### config.mk
export PLATFORM = sky130hd
export DESIGN_NAME = sync_fifo_core
export DESIGN_NICKNAME = d
export VERILOG_FILES = /design/src/rtl/sync_fifo_core.sv
export SDC_FILE = /design/constraint.sdc
export NUM_CORES = 1
export LEC_CHECK = 0
export CAP_MARGIN = 20
export CORE_MARGIN = 2
export CORE_UTILIZATION = 30
export CTS_BUF_LIST = sky130_fd_sc_hd__clkbuf_16
export DETAILED_ROUTE_END_ITERATION = 8
export GPL_TIMING_DRIVEN = 0
export PLACE_DENSITY = 0.52
export SLEW_MARGIN = 30
export SYNTH_ARGS = -nofsm -noshare
export SYNTH_HDL_FRONTEND = slang
export SYNTH_SLANG_ARGS = --single-unit
### constraint.sdc
create_clock -name sclk -period 3.61 [get_ports sclk]
set_input_delay 0.5415 -clock sclk [delete_from_list [all_inputs] [get_ports sclk]]
set_output_delay 0.5415 -clock sclk [all_outputs]
set_load 0.05 [all_outputs]
### src/rtl/sync_fifo_core.sv
// Single-clock FIFO with registered read data and registered full/empty/count.
// Optional sticky overflow/underflow flags are enabled by defining FIFO_ERR_FLAGS_EN.
module sync_fifo_core #(
  parameter  int DATA_W = 8,
  parameter  int DEPTH  = 16,
  localparam int ADDR_W = $clog2(DEPTH)
) (
  input  logic              sclk,
  input  logic              rst,
  input  logic              push,
  input  logic              pull,
  input  logic [DATA_W-1:0] d_in,
  output logic [DATA_W-1:0] d_out,
  output logic              full,
  output logic              empty,
  output logic [ADDR_W:0]   count,
  output logic              overflow,
  output logic              underflow
);

  localparam logic [ADDR_W:0] PTR_ONE = (ADDR_W+1)'(1);

  logic [DATA_W-1:0] mem [DEPTH];

  logic [ADDR_W:0]   wr_ptr_q, wr_ptr_d;
  logic [ADDR_W:0]   rd_ptr_q, rd_ptr_d;
  logic [ADDR_W:0]   count_q,  count_d;
  logic              full_q,   full_d;
  logic              empty_q,  empty_d;
  logic [DATA_W-1:0] dout_q;
  logic              wr_en, rd_en;

  // Acceptance uses the registered flags, so a push into a full FIFO is dropped
  // even when a pull frees a slot on the same edge.
  assign wr_en = push && !full_q;
  assign rd_en = pull && !empty_q;

  // NOTE: every variable assigned in always_comb gets a default first so no latch is inferred.
  always_comb begin
    wr_ptr_d = wr_ptr_q;
    rd_ptr_d = rd_ptr_q;
    count_d  = count_q;
    if (wr_en) wr_ptr_d = wr_ptr_q + PTR_ONE;
    if (rd_en) rd_ptr_d = rd_ptr_q + PTR_ONE;
    case ({wr_en, rd_en})
      2'b10:   count_d = count_q + PTR_ONE;
      2'b01:   count_d = count_q - PTR_ONE;
      default: count_d = count_q;
    endcase
    empty_d = (wr_ptr_d == rd_ptr_d);
    full_d  = (wr_ptr_d[ADDR_W] != rd_ptr_d[ADDR_W]) &&
              (wr_ptr_d[ADDR_W-1:0] == rd_ptr_d[ADDR_W-1:0]);
  end

  // NOTE: state registers use non-blocking assignments so every flop samples pre-edge values.
  always_ff @(posedge sclk or negedge rst) begin
    if (!rst) begin
      wr_ptr_q <= '0;
      rd_ptr_q <= '0;
      count_q  <= '0;
      full_q   <= 1'b0;
      empty_q  <= 1'b1;
      dout_q   <= '0;
    end else begin
      wr_ptr_q <= wr_ptr_d;
      rd_ptr_q <= rd_ptr_d;
      count_q  <= count_d;
      full_q   <= full_d;
      empty_q  <= empty_d;
      if (rd_en) dout_q <= mem[rd_ptr_q[ADDR_W-1:0]];
    end
  end

  // NOTE: storage has no reset; emptiness is tracked by the pointers, which keeps it mappable to RAM.
  always_ff @(posedge sclk) begin
    if (wr_en) mem[wr_ptr_q[ADDR_W-1:0]] <= d_in;
  end

`ifdef FIFO_ERR_FLAGS_EN
  logic ovf_q, ovf_d;
  logic unf_q, unf_d;

  assign ovf_d = ovf_q || (push && full_q);
  assign unf_d = unf_q || (pull && empty_q);

  always_ff @(posedge sclk or negedge rst) begin
    if (!rst) begin
      ovf_q <= 1'b0;
      unf_q <= 1'b0;
    end else begin
      ovf_q <= ovf_d;
      unf_q <= unf_d;
    end
  end

  assign overflow  = ovf_q;
  assign underflow = unf_q;
`else
  assign overflow  = 1'b0;
  assign underflow = 1'b0;
`endif

  assign d_out = dout_q;
  assign full  = full_q;
  assign empty = empty_q;
  assign count = count_q;

endmodule

After elaboration in Yosys (flattened, before gate mapping)
Memory sizes are Yosys's and may differ from the RTL's. A register that Yosys moved wholly into a read port is not among the register bits.
Cells that the tools add are included.
{"block": "word_totals", "regBits": 17, "ram_bits": 128, "input_bits": 12, "out_inout_bits": 17, "wordCells": 27, "n_memories": 1}
{"name": "mem", "depth": 16, "width": 8, "rd": 1, "rd_clocked_by_memory_dff": 1, "wr": 1, "line_no": "23", "rtl": "logic [DATA_W-1:0] mem [DEPTH];"}
{"block": "op_classes", "addsub": 4, "n_eq_ne": 5, "mux": 5, "n_reduce_logical": 7}
{"operator": "5-bit by 1-bit adder with 5-bit output (second input constant)", "count": 3}
{"operator": "5-bit 2-to-1 mux", "count": 2}
{"operator": "5-bit one-hot mux with 2 select lines", "count": 1}
{"operator": "5-bit equality test", "count": 1}
{"operator": "5-bit by 1-bit subtractor with 5-bit output (second input constant)", "count": 1}
{"operator": "4-bit equality test", "count": 1}
{"operator": "1-bit logical AND", "count": 3}
{"operator": "1-bit zero test", "count": 3}
{"operator": "2-bit by 1-bit equality test with 1-bit output (second input constant)", "count": 1}
{"operator": "2-bit equality test (second input constant)", "count": 1}
{"operator": "1-bit 2-to-1 mux", "count": 2}
{"operator": "2-bit nonzero test", "count": 1}
{"operator": "1-bit inequality test", "count": 1}

Longest topological paths before layout
{"block": "depth", "word_depth": 5, "depth_mapped": 12}

Least setup slack after synthesis
No wires, ideal clock.
{"block": "synth_timing", "path_kind": "input to register", "from": "input pull", "to": "register count_q[4], in the netlist count[4]", "setup_ns": 0.082, "arrival_time_ns": 2.600, "required_ns": 3.528, "setup_slack_ns": 0.928, "cell_stages": 12, "path_cell_list": "nor2b_1 buf_6 buf_2 clkbuf_1 ha_1 clkbuf_1 xor2_1 ha_1 nand2_1 o31a_1 o22ai_1 xor2_1"}
{"block": "synth_via", "elab_chain_cells": 3}
{"element": "start, declared", "line_no": "11", "rtl": "input logic pull,"}
{"element": "1-bit logical AND (*)", "line_no": "36", "rtl": "assign rd_en = pull && !empty_q;"}
{"element": "named net rd_en", "line_no": "31", "rtl": "logic wr_en, rd_en;"}
{"element": "2-bit by 1-bit equality test with 1-bit output or 2-bit equality test (tied branches)", "line_no": "45", "rtl": "case ({wr_en, rd_en})"}
{"element": "5-bit one-hot mux with 2 select lines or 2-bit nonzero test (tied branches)"}
{"element": "end signal, assigned", "line_no": "67", "rtl": "count_q <= count_d;"}
{"element": "end, declared", "line_no": "27", "rtl": "logic [ADDR_W:0] count_q, count_d;"}
Mark *: on every way through the listed nets, which the timed path passes. The rest lies on a longest branch.
A chain may end at the register's enable or synchronous reset.

Worst setup path in the final report
Ends and elaborated chain as after synthesis.

==> results_dict.tcl <==
set metrics [dict create \
    numCtsBuffers 17 \
    dieWidth_microns 150 \
    drt-total-wl_microns 13600 \
    ys_async_sr_fraction_pct 16.3 \
    tightest_slew_ns 0.893 \
    grt.overflow.total 0 \
    setup_viol 0 \
    die_y_microns 150 \
    rsz0062_at_grt "false" \
    ctsResizeCount 0 \
    antenna-diode-count 0 \
    clkTransAtPathRegs_ns 0.06 \
    drv_slew 0 \
    rows 53 \
    worstPathMaxFanout 10 \
    clockPowerShare_pct 26.4 \
    finalInstanceArea_sq_mm 0.00760 \
    vias_per_cell 4.70 \
    drc 0 \
    end_kind "flip-flop" \
    powerDensity_mw_per_mm2 872 \
    hpwlAfterDp_microns 9280 \
    syn_avg_cell_area_sq_um 16.6 \
    antenna_found_initial 0 \
    p_int_mw 4.30 \
    maxCapViolCount 0 \
    grt_pass1_vias 3599 \
    seq_power_share_pct 35.8 \
    synth_area_leader_cell "edfxtp_1" \
    syn_area_sq_mm 0.00639 \
    start_kind "input pin" \
    ys_top_cells_by_area "edfxtp_1 (60%), dfrtp_1 (9.4%), mux4_2 (3.2%)" \
    initial_utilization_pct 30.5 \
    grt_pass1_wl_microns 21100 \
    wire_per_inst_microns 18.9 \
    clock_path_buffers 2 \
    yosys_warnings 0 \
    cts-root-buf "clkbuf_16" \
    via_count 3383 \
    die_area_sq_mm 0.0225 \
    cts_max_level 4 \
    first_pass_iters 4 \
    fin_crit_sh_pct 86.6 \
    cp.required_ns 3.96 \
    synth_cells 386 \
    p_comb_share_pct 37.8 \
    core_area_sq_mm 0.0210 \
    synth.distinct_cells 39 \
    grt_use_total_pct 13.1 \
    cts_tree "built" \
    ant_nets 0 \
    hold_viol 0 \
    fin_util_pct 36.3 \
    area_growth_pct 18.9 \
    setup-tns-final_ns 0 \
    clk_latency_ns 0.42 \
    ys.flop_type "edfxtp_1" \
    swShare_pct 35.1 \
    final.setup_skew_ns 0.00839 \
    peakVddDrop_mv 0.356 \
    cts_sinks 153 \
    place_inst 688 \
    max_freq_ghz 0.320 \
    yosysSeqAreaShare_pct 69.9 \
    dpl-instance-area_sq_mm 0.00702 \
    final_nets 452 \
    holdWs_ns 0.116 \
    p_leak_nw 2.62 \
    slew_headroom_pct 40.3 \
    drtIter0Drc 184 \
    synth_top_area_share_pct 60.1 \
    period_minus_slack_ns 3.13 \
    io_buffers 26 \
    power_switching_mw 2.33 \
    fin_cells 720 \
    hold_path_class "in -> async" \
    worstPathArrival_ns 3.47 \
    final_layout_size_suffix_gt1_share_pct 17.8 \
    synth_edf_count 128 \
    cts_setup_buffers 0 \
    hold_buffers 0 \
    grt_max_degree 26 \
    pin_count 29 \
    path_class "in -> reg" \
    outcome "finished, final reports clean" \
    yosys_register_bits 153 \
    routabilityCongestion 0.746 \
]
metrics by stage:
step	power (mW)	setup WS, ns
2_1_floorplan	4.18	0.928
3_3_place_gp	4.90	0.140
3_5_place_dp	4.95	0.0647
4_1_cts	6.72	0.489
5_1_grt	6.99	0.254
6_report	6.63	0.485
layer usage:
layer	wire length, microns	vias to the layer above	track usage, %
met1	5700	1723	16.5
met4	231	0	4.43
met5	0	-	0
met2	6890	68	21.9
met3	806	17	3.51
li1	-	1575	-
power by group through the flow:
stage | Sequential (mW) | Clock [mW] | Combinational, mW
2_1_floorplan | 2.67 | 0 | 1.51
3_3_place_gp | 2.40 | 0 | 2.50
3_5_place_dp | 2.41 | 0 | 2.54
4_1_cts | 2.38 | 1.79 | 2.55
5_1_grt | 2.41 | 1.86 | 2.72
6_report | 2.37 | 1.75 | 2.51
synth_stat cells (all sizes together) (8+ instances only):
cell / instances
edfxtp: 128
nand2: 9
mux2i: 18
xnor2: 9
a2111oi: 8
ha: 8
nor2b: 14
xor2: 11
mux2: 16
dfrtp: 24
a21oi: 17
buf: 17
nor3: 11
nor2: 29
clkbuf: 8
mux4: 16
registers in the layout, indices dropped and copies added (netlist names):
signal	count
count	5
d_out	8
empty	1
full	1
mem	128
rd_ptr_q	5
wr_ptr_q	5
cell usage in the layout (no fill, tap or decap), types with 8 or more instances in the layout:
master and instances:
ha_1 8, nand2_1 9, mux2_2 14, mux2i_1 18, xnor2_1 9, edfxtp_1 128
nor2b_1 13, a21oi_1 17, a2111oi_0 8, clkdlybuf4s50_1 25, clkbuf_16 17, mux4_2 9
xor2_1 11, dfrtp_1 24, nor2_1 28, clkbuf_1 8, buf_2 8
cell type report:
cell class | count | area (sq um)
tap | 275 | 344
clock buffer | 17 | 425
buffer | 25 | 168
fill | 2003 | 13400
inverter | 6 | 22.5
multi-input combinational | 203 | 1760
sequential | 153 | 4470
timing repair buffer | 26 | 255
clock inverter | 15 | 160
worst paths after layout:
path | from | to | slack [ns] | cells after the start
setup reg to reg | empty | count[4] | 0.74 | 12
max in group asynchronous | rst | d_out[6] | 3.10 | 1
hold / removal | rst | count[2] | 0.12 | 1
min in group sclk | count[4] | count[4] | 0.48 | 1
setup / recovery | pull | count[4] | 0.48 | 13
hold reg to reg | count[4] | count[4] | 0.48 | 1
critical path, stage by stage:
cell and delay [ns]:
clkdlybuf4s50_1 0.47, nor2b_1 0.16, buf_6 0.15, buf_2 0.23, clkbuf_1 0.40, ha_1 0.25, clkbuf_1 0.27, xor2_1 0.19
ha_1 0.21, nand2_1 0.06, o31a_1 0.23, o22ai_1 0.16, xor2_1 0.16
logic make-up after synthesis:
kind of cell | share of synthesized area [%]
buffers and inverters | 2.98
adder cells (fa/ha/maj) | 1.57
AND/OR/NAND/NOR | 6.09
AO/OA/AOI/OAI | 4.83
flip-flops | 69.9
other | 0.0587
XOR/XNOR | 2.74
multiplexers | 11.8
Note: power is estimated with default switching activity, not from simulation.
